**config.mk**
```make
export PLATFORM = sky130hd
export DESIGN_NAME = string_led_sequencer_flat
export DESIGN_NICKNAME = d
export VERILOG_FILES = /design/src/rtl/string_led_sequencer_if.sv /design/src/rtl/string_led_sequencer.sv /design/src/flat_wrapper.sv
export SDC_FILE = /design/constraint.sdc
export NUM_CORES = 1
export LEC_CHECK = 0
export ABC_AREA = 0
export CAP_MARGIN = 20
export CELL_PAD_IN_SITES_DETAIL_PLACEMENT = 1
export CELL_PAD_IN_SITES_GLOBAL_PLACEMENT = 1
export CORE_UTILIZATION = 25
export DETAILED_ROUTE_END_ITERATION = 16
export PLACE_DENSITY_LB_ADDON = 0.1
export SLEW_MARGIN = 20
export SYNTH_ARGS = -nofsm -noshare
export SYNTH_HDL_FRONTEND = slang
export SYNTH_SLANG_ARGS = --single-unit
```
**constraint.sdc**
```tcl
create_clock -name clk -period 3.35 [get_ports clk]
set_input_delay 0.67 -clock clk [delete_from_list [all_inputs] [get_ports clk]]
set_output_delay 0.67 -clock clk [all_outputs]
set_load 0.05 [all_outputs]
```
**src/rtl/string_led_sequencer_if.sv**
```systemverilog
// SRAM port-1 (read-only) interface between the LED sequencer and the pixel
// buffer. The master issues cs_n/addr. The slave returns rdata in the cycle
// after it samples cs_n low.
interface string_led_sequencer_if #(
    parameter int ASIZE = 32
);
    logic             cs_n;
    logic [ASIZE-1:0] addr;
    logic [7:0]       rdata;

    modport master (output cs_n, output addr, input rdata);
    modport slave  (input cs_n, input addr, output rdata);
endinterface

```
**src/rtl/string_led_sequencer.sv**
```systemverilog
// String-LED serializer. It reads pixel bytes from the buffer SRAM and emits
// WS2812-style bit cells of 3 ticks each: "100" encodes a 0 and "110" encodes
// a 1. The byte window is replayed w_count times. A latch period of
// RESET_TICKS idle ticks follows the last pass.
// Optional build macro STRING_LED_LSB_FIRST_EN sends each byte LSB first.
// Without it, bytes are sent MSB first.
module string_led_sequencer #(
    parameter int ASIZE       = 32,
    parameter int PSIZE       = 32,
    parameter int RESET_TICKS = 80
) (
    input  logic                   clk,
    input  logic                   rst_n,
    input  logic                   controller_en,
    input  logic [PSIZE-1:0]       prescaler,
    input  logic                   polarity,
    input  logic [3:0]             w_count,
    input  logic [ASIZE-1:0]       w_first,
    input  logic [ASIZE-1:0]       w_last,
    input  logic                   start,
    output logic                   progress,
    string_led_sequencer_if.master mem,
    output logic                   dout
);

    localparam int LATCH_W = (RESET_TICKS > 1) ? $clog2(RESET_TICKS) : 1;

    typedef enum logic [2:0] {
        ST_IDLE,
        ST_READ,
        ST_LOAD,
        ST_SHIFT,
        ST_LATCH
    } state_t;

    state_t             r_state;
    logic [PSIZE-1:0]   r_tick_cnt;
    logic [ASIZE-1:0]   r_first;
    logic [ASIZE-1:0]   r_last;
    logic [ASIZE-1:0]   r_addr;
    logic [3:0]         r_pass;
    logic [7:0]         r_shift;
    logic [7:0]         r_prefetch;
    logic [2:0]         r_bit_cnt;     // bits still to send after the current one
    logic [1:0]         r_phase;
    logic               r_raw;         // line level before polarity inversion
    logic               r_cs_n;
    logic               r_progress;
    logic               r_pf_wait;     // prefetch read issued, data arrives next cycle
    logic               r_more;        // another byte follows the current one
    logic [LATCH_W-1:0] r_latch_cnt;

    logic               w_tick;
    logic               w_cur_bit;
    logic [7:0]         w_shifted;
    logic               w_final_byte;
    logic [ASIZE-1:0]   w_next_addr;

    // The tick counter restarts on every entry to a transfer.
    // Using >= means a prescaler lowered on the fly takes effect at once,
    // instead of the counter running on until it wraps.
    assign w_tick = (r_state != ST_IDLE) && (r_tick_cnt >= prescaler);

`ifdef STRING_LED_LSB_FIRST_EN
    assign w_cur_bit = r_shift[0];
    assign w_shifted = {1'b0, r_shift[7:1]};
`else
    assign w_cur_bit = r_shift[7];
    assign w_shifted = {r_shift[6:0], 1'b0};
`endif

    // The current byte ends the window. If it is also in the final pass,
    // nothing more is fetched.
    assign w_final_byte = (r_addr == r_last) && (r_pass == 4'd1);
    assign w_next_addr  = (r_addr == r_last) ? r_first : r_addr + ASIZE'(1);

    // Free-running tick divider, active only while a transfer is in flight.
    always_ff @(posedge clk or negedge rst_n) begin
        if (!rst_n) begin
            r_tick_cnt <= '0;
        end else if (r_state == ST_IDLE || !controller_en || w_tick) begin
            r_tick_cnt <= '0;
        end else begin
            r_tick_cnt <= r_tick_cnt + PSIZE'(1);
        end
    end

    // Transfer FSM: fetch, serialize with one-byte prefetch, then latch.
    always_ff @(posedge clk or negedge rst_n) begin
        if (!rst_n) begin
            r_state     <= ST_IDLE;
            r_first     <= '0;
            r_last      <= '0;
            r_addr      <= '0;
            r_pass      <= '0;
            r_shift     <= '0;
            r_prefetch  <= '0;
            r_bit_cnt   <= '0;
            r_phase     <= '0;
            r_raw       <= 1'b0;
            r_cs_n      <= 1'b1;
            r_progress  <= 1'b0;
            r_pf_wait   <= 1'b0;
            r_more      <= 1'b0;
            r_latch_cnt <= '0;
        end else if (r_state != ST_IDLE && !controller_en) begin
            // Abort: drop straight to idle with no latch period.
            r_state    <= ST_IDLE;
            r_progress <= 1'b0;
            r_cs_n     <= 1'b1;
            r_raw      <= 1'b0;
            r_pf_wait  <= 1'b0;
        end else begin
            case (r_state)
                ST_IDLE: begin
                    r_cs_n <= 1'b1;
                    r_raw  <= 1'b0;
                    if (start && controller_en && (w_count != 4'd0)) begin
                        r_first    <= w_first;
                        r_last     <= w_last;
                        r_pass     <= w_count;
                        r_addr     <= w_first;
                        r_cs_n     <= 1'b0;
                        r_progress <= 1'b1;
                        r_state    <= ST_READ;
                    end
                end

                ST_READ: begin
                    r_cs_n  <= 1'b1;
                    r_state <= ST_LOAD;
                end

                ST_LOAD: begin
                    r_shift   <= mem.rdata;
                    r_bit_cnt <= 3'd7;
                    r_phase   <= 2'd0;
                    r_raw     <= 1'b1;
                    r_state   <= ST_SHIFT;
                end

                ST_SHIFT: begin
                    r_cs_n <= 1'b1;
                    if (r_pf_wait) begin
                        r_prefetch <= mem.rdata;
                        r_pf_wait  <= 1'b0;
                    end
                    if (!r_cs_n) begin
                        r_pf_wait <= 1'b1;
                    end
                    if (w_tick) begin
                        case (r_phase)
                            2'd0: begin
                                r_phase <= 2'd1;
                                r_raw   <= w_cur_bit;
                            end
                            2'd1: begin
                                r_phase <= 2'd2;
                                r_raw   <= 1'b0;
                            end
                            default: begin
                                r_phase <= 2'd0;
                                if (r_bit_cnt != 3'd0) begin
                                    r_shift   <= w_shifted;
                                    r_bit_cnt <= r_bit_cnt - 3'd1;
                                    r_raw     <= 1'b1;
                                    // Entering the last bit of the byte: fetch the next one now.
                                    if (r_bit_cnt == 3'd1) begin
                                        if (w_final_byte) begin
                                            r_more <= 1'b0;
                                        end else begin
                                            r_more <= 1'b1;
                                            r_cs_n <= 1'b0;
                                            r_addr <= w_next_addr;
                                            if (r_addr == r_last) begin
                                                r_pass <= r_pass - 4'd1;
                                            end
                                        end
                                    end
                                end else if (r_more) begin
                                    r_shift   <= r_prefetch;
                                    r_bit_cnt <= 3'd7;
                                    r_raw     <= 1'b1;
                                end else begin
                                    r_raw       <= 1'b0;
                                    r_latch_cnt <= '0;
                                    r_state     <= ST_LATCH;
                                end
                            end
                        endcase
                    end
                end

                ST_LATCH: begin
                    r_raw <= 1'b0;
                    if (w_tick) begin
                        if (r_latch_cnt == LATCH_W'(RESET_TICKS - 1)) begin
                            r_progress <= 1'b0;
                            r_state    <= ST_IDLE;
                        end else begin
                            r_latch_cnt <= r_latch_cnt + 1'b1;
                        end
                    end
                end

                default: begin
                    r_state <= ST_IDLE;
                end
            endcase
        end
    end

    assign progress = r_progress;
    assign mem.cs_n = r_cs_n;
    assign mem.addr = r_addr;
    assign dout     = r_raw ^ polarity;

endmodule

```
**src/flat_wrapper.sv**
```systemverilog
// flat-port wrapper written by rule: the top's interface ports become plain ports
module string_led_sequencer_flat 
#(
    parameter int ASIZE       = 32,
    parameter int PSIZE       = 32,
    parameter int RESET_TICKS = 80
)
  (clk, rst_n, controller_en, prescaler, polarity, w_count, w_first, w_last, start, progress, dout, mem_cs_n, mem_addr, mem_rdata);
  string_led_sequencer_if #(.ASIZE(ASIZE)) mem_i ();
  input  logic clk;
  input  logic rst_n;
  input  logic controller_en;
  input  logic [PSIZE-1:0] prescaler;
  input  logic polarity;
  input  logic [3:0] w_count;
  input  logic [ASIZE-1:0] w_first;
  input  logic [ASIZE-1:0] w_last;
  input  logic start;
  output logic progress;
  output logic dout;
  output wire logic [$bits(mem_i.cs_n)-1:0] mem_cs_n;
  output wire logic [$bits(mem_i.addr)-1:0] mem_addr;
  input wire logic [$bits(mem_i.rdata)-1:0] mem_rdata;
  assign mem_cs_n = mem_i.cs_n;
  assign mem_addr = mem_i.addr;
  assign mem_i.rdata = mem_rdata;
  string_led_sequencer #(.ASIZE(ASIZE), .PSIZE(PSIZE), .RESET_TICKS(RESET_TICKS)) u_core (.clk(clk), .rst_n(rst_n), .controller_en(controller_en), .prescaler(prescaler), .polarity(polarity), .w_count(w_count), .w_first(w_first), .w_last(w_last), .start(start), .progress(progress), .mem(mem_i), .dout(dout));
endmodule
```
==> results of run 1 <==
[worst max-delay path, cell delays in order]
cell             delay [ns]
clkdlybuf4s50_1        0.41
ha_1                   0.29
nand2b_4               0.15
a2111oi_4              0.34
nor4b_2                0.10
o41a_1                 0.49
or4_4                  0.68
a31oi_1                0.22
a21oi_1                0.06
[registers in the layout (all words and copies together), names as in the netlist, 2 cells and up]
register and flops:
u_core.r_pass 4, u_core.r_last 32, u_core.r_shift 8, u_core.r_tick_cnt 32, u_core.mem.addr 32, u_core.r_state 3
u_core.r_first 32, u_core.r_prefetch 8, u_core.r_latch_cnt 7, u_core.r_phase 2, u_core.r_bit_cnt 3
[cell type report]
class / count / area, sq um
fillers: 4379 / 26000
multi-input cells: 718 / 5260
flip-flops and latches: 168 / 4210
diodes: 1 / 2.50
repair buffers: 189 / 1880
clock inverters: 14 / 195
inverters: 50 / 188
clock buffers: 18 / 429
well taps: 518 / 648
[timing repair]
| item | CTS | global route |
|---|---|---|
| hold buffers | 0 | 0 |
| endpoints found under the setup margin | 0 | 2 |
| resized for setup | 0 | 2 |
[Yosys cell counts (7+ instances only)]
cell        n
o21ai_0    43
a21oi_1    25
a31oi_1    14
nand2_1   103
a22o_1     12
and4_1      7
ha_1       40
mux2i_1    28
mux2_4      9
xor2_1     19
dfrtp_1   167
inv_1      50
clkbuf_1   21
nor2_1     77
a21o_1      8
and3_1     12
xnor2_1    58
buf_2      14
nor3_1     12
mux2_2     91
nand4_1    27
nand3_1    43
[power by group through the flow]
stage	sequential, mW	clock, mW	combinational, mW
floorplan	3.94	0	1.80
global placement	3.55	0	3.64
detailed placement	3.56	0	3.68
CTS	3.53	2.26	3.69
global route	3.63	2.31	3.92
finish	3.51	2.17	3.61
[cells by family after synthesis]
group | count (synthesis) | synth area share, %
AO/OA/AOI/OAI | 150 | 10.5
multiplexers | 128 | 14.6
adder cells (fa/ha/maj) | 40 | 5.07
AND/OR/NAND/NOR | 323 | 16.0
buffers and inverters | 97 | 4.47
XOR/XNOR | 77 | 6.83
flip-flops | 168 | 42.6
[final timing paths]
path | from | endpoint | slack, ns
max | prescaler[0] | u_core.r_pass[0] | 0.23
min | rst_n | u_core.r_tick_cnt[3] | 0.13
max reg2reg | u_core.r_tick_cnt[0] | u_core.r_pass[0] | 0.38
min reg2reg | u_core.r_pf_wait | u_core.r_pf_wait | 0.51
max in group asynchronous | rst_n | u_core.mem.cs_n | 2.49
min in group clk | u_core.r_pf_wait | u_core.r_pf_wait | 0.51
[routing by layer]
metal  up-vias  wire length, microns  GRT usage (%)
met5         -                    16              0
met4         2                   295           3.76
met3        20                  1010           3.69
met2       112                 14900           26.8
met1      3986                 14700           20.8
li1       3797                     -              -
[per-stage QoR]
stage          setup TNS [ns]  hold slack (ns)
2_1_floorplan               0            0.374
3_3_place_gp           -24.74            0.483
3_5_place_dp           -25.22            0.493
4_1_cts                     0            0.127
5_1_grt                     0            0.131
6_report                    0            0.130
==> impl_results.md, run 1 <==
* Worst skew pair latency at 0.46 ns
* Headroom to the max-slew limit at 29.8%
* DR vias at 7917
* YS warnings at 0
* Clock share of power at 23.3%
* Worst Reg2Reg Path Length in Cells at 9
* RSZ-0062 raised after global routing: no
* IO Port Bufs at 147
* Overall die width at 201 microns
* Design Power at 9.28 mW
* Critical setup path kind: input pin to register
* Net Sw Power at 3.61 mW
* Final instance area at 12800 sq um
* Core Area at 38800 sq um
* Routed wire length at 30.9 mm
* DP Area at 12200 sq um
* Core Util, Final at 33.0%
* Mean Syn Cell Area at 10.0 sq um
* Vias per inst at 4.72
* Detail Placement HPWL at 22.7 mm
* PnR worst setup slack at 0.228 ns
* Most frequent cells in the layout: dfrtp_1 (167), clkdlybuf4s50_1 (146), nand2_1 (102)
* Post-DR wirelength/cell at 18.5 microns
* Share of cells above drive strength 1 at 17.6%
* Max VDD drop at 0.435 mV
* Detail Route Antenna Nets at 0
* Synthesized area at 9880 sq um
* Root cell of the clock tree: clkbuf_16
* Worst hold-check path type: input pin to async pin
* First-pass GRT wire length at 49.8 mm
* Nets at 1297
* Inserted Clock Buffers at 17
* Largest cells by area after synthesis: dfrtp_1 (42%), mux2_2 (10%), xnor2_1 (5.1%)
* Row count at 72
* Fin cells at 1676
* Worst Max-Slew Pin Slew at 1.05 ns
* CTS tree: done
* Post-synth ARST share at 100%
* Layout overhead on the synthesized area at 29.6%
* Die area at 40300 sq um
* Number of flops mapped to enable cells by yosys at 0
* Pin count of the biggest net entering global routing at 69
* Power per cell area at 725 nW/um^2
* Die height at 201 microns
* Seq/Total Area, Yosys at 42.6%
* # DRC at 0
* Final Cycle Share at 93.2%
* Post-CTS Setup Inserts at 0
* Status: complete, no violations
* Max-slew violations at 0
* Clock transition at the registers of the reported paths at 0.07 ns
* Pre-CTS WS at -0.455 ns
* Area leader, netlist: dfrtp_1
* Seq pwr share at 37.8%
* Critical path fanouts, max at 18
* Synth unique cells at 75
* Setup violators final at 0
* Grt ovf at 0
* Antenna violations before repair at 2
* Hold violation count in the final report at 0
* DP Cell Count at 1643
* Share of the synthesized area in the top cell type at 42.3%
* First drt pass iteration count at 4
* Net Sw Frac at 38.9%
* CTS sink cnt at 168
* Leakage at 5.48 nW
* Synth Instances at 983
* Required @ worst endpoint at 3.65 ns
* Maximum clock frequency at 0.320 GHz
* Setup crit end kind: register
* Number of global-route vias before repair at 8615
* Tot GR Track Use at 16.0%
* Final min period at 3.12 ns
* Max-cap violations at 0
* Initial Util at 25.4%
* Top-level port count at 148
* Top FF cell, synth: dfrtp_1
* Post-synthesis net count at 1136
* Routability Congestion at 0.756
* Critical Path AT at 3.42 ns
* Crit start category: input pin
* Comb pwr share at 38.9%
* Commonest non-fill, non-tap cell in the layout: dfrtp_1
* Detailed Route Iter0 Violations at 291
* Yosys reg bits at 168
* Clock tree buffer depth at 2
* Internal power at 5.67 mW
* CTS H-tree lvls at 4
* Skew final at 0.0160 ns
Power figures use the tool's default switching activity.
==> run 2: changes to the inputs <==
--- a/config.mk
+++ b/config.mk
@@ -11,7 +11,9 @@
 export CELL_PAD_IN_SITES_GLOBAL_PLACEMENT = 1
 export CORE_UTILIZATION = 25
 export DETAILED_ROUTE_END_ITERATION = 16
+export MAX_ROUTING_LAYER = met4
 export PLACE_DENSITY_LB_ADDON = 0.1
+export SETUP_SLACK_MARGIN = 0.1
 export SLEW_MARGIN = 20
 export SYNTH_ARGS = -nofsm -noshare
 export SYNTH_HDL_FRONTEND = slang
==> run 2 against run 1 <==
Net effect: combinational power about the same; non-clock buffer count increased by 1; sequential share of layout area decreased by 0.083 points; maximum frequency increased by 0.20%; sequential power about the same; sequential cell count did not move; via count is the same; design area is 0.25% higher; highest routed layer is now met4; die area is the same; hold slack got worse by 0.0057 ns; largest cell class unchanged.
==> impl_results.md, run 2 (synthesis results as in run 1) <==
* Status: complete, no violations (unchanged)
* Grt ovf at 0 (unchanged)
* IO Port Bufs at 147 (unchanged)
* Post-DR wirelength/cell at 18.6 microns (was 18.5 microns)
* DP Cell Count at 1643 (unchanged)
* Max-slew violations at 0 (unchanged)
* WP buf/inv at 4 (was 1)
* Layout overhead on the synthesized area at 30.0% (was 29.6%)
* Row count at 72 (unchanged)
* Most frequent cells in the layout: dfrtp_1 (167), clkdlybuf4s50_1 (146), nand2_1 (102) (unchanged)
* Detail Placement HPWL at 22.7 mm (unchanged)
* Leakage at 5.50 nW (was 5.48 nW)
* Setup crit end kind: register (unchanged)
* Fin cells at 1678 (was 1676)
* CP max stage cell: o41a_1 (was or4_4)
* Critical path fanouts, max at 16 (was 18)
* Net Sw Frac at 39.0% (was 38.9%)
* Max VDD drop at 0.435 mV (about the same)
* Hold violation count in the final report at 0 (unchanged)
* Detailed Route Iter0 Violations at 286 (was 291)
* Post-CTS Setup Inserts at 0 (unchanged)
* Root cell of the clock tree: clkbuf_16 (unchanged)
* Inserted Clock Buffers at 17 (unchanged)
* Max-cap violations at 0 (unchanged)
* Tot GR Track Use at 16.5% (was 16.0%)
* Flop-to-flop setup slack at 0.38 ns (about the same)
* Commonest non-fill, non-tap cell in the layout: dfrtp_1 (unchanged)
* PnR worst setup slack at 0.234 ns (was 0.228 ns)
* Clock transition at the registers of the reported paths at 0.07 ns (about the same)
* Required @ worst endpoint at 3.73 ns (was 3.65 ns)
* Die area at 40300 sq um (unchanged)
* CTS tree: done (unchanged)
* Antenna violations before repair at 2 (unchanged)
* Clock tree buffer depth at 2 (unchanged)
* Final instance area at 12800 sq um (about the same)
* Crit start category: input pin (unchanged)
* Worst Max-Slew Pin Slew at 1.04 ns (was 1.05 ns)
* Crit-path cells: clkdlybuf4s50_1, ha_1, nand2b_4, a2111oi_4, nor4b_2, o41a_1, nor3_4, buf_12, buf_4, nand3_2, clkbuf_16, nor2_1 (was clkdlybuf4s50_1, ha_1, nand2b_4, a2111oi_4, nor4b_2, o41a_1, or4_4, a31oi_1, a21oi_1)
* Share of cells above drive strength 1 at 17.8% (was 17.6%)
* Worst Reg2Reg Path Length in Cells at 12 (was 9)
* Final Cycle Share at 93.0% (was 93.2%)
* Top-level port count at 148 (unchanged)
* Critical setup path kind: input pin to register (unchanged)
* Routability Congestion at 0.766 (was 0.756)
* DP Area at 12200 sq um (unchanged)
* CTS H-tree lvls at 4 (unchanged)
* Maximum clock frequency at 0.321 GHz (was 0.320 GHz)
* Critical Path AT at 3.50 ns (was 3.42 ns)
* Worst R2R End: u_core.r_tick_cnt[24] (was u_core.r_pass[0])
* Clock share of power at 23.3% (about the same)
* CTS sink cnt at 168 (unchanged)
* Detail Route Antenna Nets at 0 (unchanged)
* Routed wire length at 31.2 mm (was 30.9 mm)
* Family with the most delay on the worst path: buffers and inverters (was compound AO/OA/AOI/OAI gates)
* RSZ-0062 raised after global routing: yes (was no)
* Pre-CTS WS at -0.455 ns (unchanged)
* Seq pwr share at 37.6% (was 37.8%)
* Pin count of the biggest net entering global routing at 69 (unchanged)
* Levels on crit path at 12 (was 9)
* Die height at 201 microns (unchanged)
* Overall die width at 201 microns (unchanged)
* CP max stage delay at 0.48 ns (was 0.68 ns)
* Internal power at 5.69 mW (was 5.67 mW)
* Number of global-route vias before repair at 8633 (was 8615)
* Reg-to-reg startpoint: u_core.r_tick_cnt[0] (unchanged)
* Nets at 1298 (was 1297)
* Worst hold-check path type: input pin to async pin (unchanged)
* DR vias at 7917 (unchanged)
* # DRC at 0 (unchanged)
* Worst skew pair latency at 0.46 ns (about the same)
* Headroom to the max-slew limit at 30.4% (was 29.8%)
* WHS at 0.125 ns (was 0.130 ns)
* Final min period at 3.12 ns (about the same)
* Comb pwr share at 39.1% (was 38.9%)
* Core Area at 38800 sq um (unchanged)
* Setup violators final at 0 (unchanged)
* Skew final at 0.0167 ns (was 0.0160 ns)
* Net Sw Power at 3.63 mW (was 3.61 mW)
* Initial Util at 25.4% (unchanged)
* First drt pass iteration count at 4 (unchanged)
* First-pass GRT wire length at 49.8 mm (about the same)
* Filler cell count at 4383 (was 4379)
* Vias per inst at 4.72 (about the same)
* Power per cell area at 726 nW/um^2 (was 725 nW/um^2)
==> run 2: changes by cell type in the layout (fill, tap and decap cells not counted) <==
cell and change:
clkbuf_16 +1, diode_2 +1, nand3_1 -1, nand3_2 +1
==> run 2: per-stage QoR <==
stage	total power, mW	util (%)	setup TNS [ns]
detailed placement	7.24	31.3	-25.22
finish	9.32	33.1	0
CTS	9.48	33.0	0
global route	9.89	33.1	0
floorplan	5.75	-	0
global placement	7.19	31.3	-24.74
==> run 2: final cells by class <==
| type | instances | area (sq um) | area share [%] |
|---|---|---|---|
| clock inverter | 14 | 195 | 1.52 |
| sequential | 168 | 4210 | 32.8 |
| antenna | 2 | 5.00 | 0.0390 |
| inverter | 50 | 188 | 1.46 |
| multi-input combinational | 718 | 5270 | 41.0 |
| timing repair buffer | 190 | 1900 | 14.8 |
| clock buffer | 18 | 429 | 3.34 |
| tap | 518 | 648 | 5.05 |
==> run 2: repair_timing <==
action                     CTS  global route
hold buffers                 0             0
pin swaps                    0             0
resized for setup            1             2
gates cloned                 0             1
setup endpoints to repair    1             7
==> run 2: worst max-delay path by stage <==
| stage | slack (ns) | start | endpoint |
|---|---|---|---|
| floorplan | 0.40 | prescaler[0] | u_core.mem.addr[23] |
| global placement | -0.42 | prescaler[14] | u_core.r_latch_cnt[1] |
| detailed placement | -0.46 | prescaler[14] | u_core.r_latch_cnt[1] |
| CTS | 0.14 | prescaler[29] | u_core.r_latch_cnt[1] |
| global route | 0.10 | prescaler[29] | u_core.r_latch_cnt[1] |
| finish | 0.23 | prescaler[0] | u_core.r_tick_cnt[24] |
==> run 2: layer usage <==
layer	wire length, microns	share of wire, %	global-route usage [%]	vias up
met5	0	0	-	-
met4	301	0.97	3.76	0
met3	945	3.0	3.44	20
met2	15000	48	26.8	108
met1	14900	48	20.9	3987
li1	-	-	-	3802
==> run 2: worst reg2reg max path: stages, from the launching register on <==
cell and delay (ns):
dfrtp_1 0.42, inv_1 0.08, ha_1 0.27, nand2b_4 0.15, a2111oi_4 0.34, nor4b_2 0.10, o41a_1 0.48, nor3_4 0.23
buf_12 0.18, buf_4 0.16, nand3_2 0.16, clkbuf_16 0.23, nor2_1 0.11
==> run 2: power by group through the flow <==
| stage | sequential [mW] | clock (mW) | combinational [mW] |
|---|---|---|---|
| after floorplan | 3.94 | 0 | 1.80 |
| after global placement | 3.55 | 0 | 3.64 |
| after detailed placement | 3.56 | 0 | 3.68 |
| after CTS | 3.53 | 2.26 | 3.69 |
| after global routing | 3.63 | 2.31 | 3.95 |
| final | 3.51 | 2.17 | 3.64 |
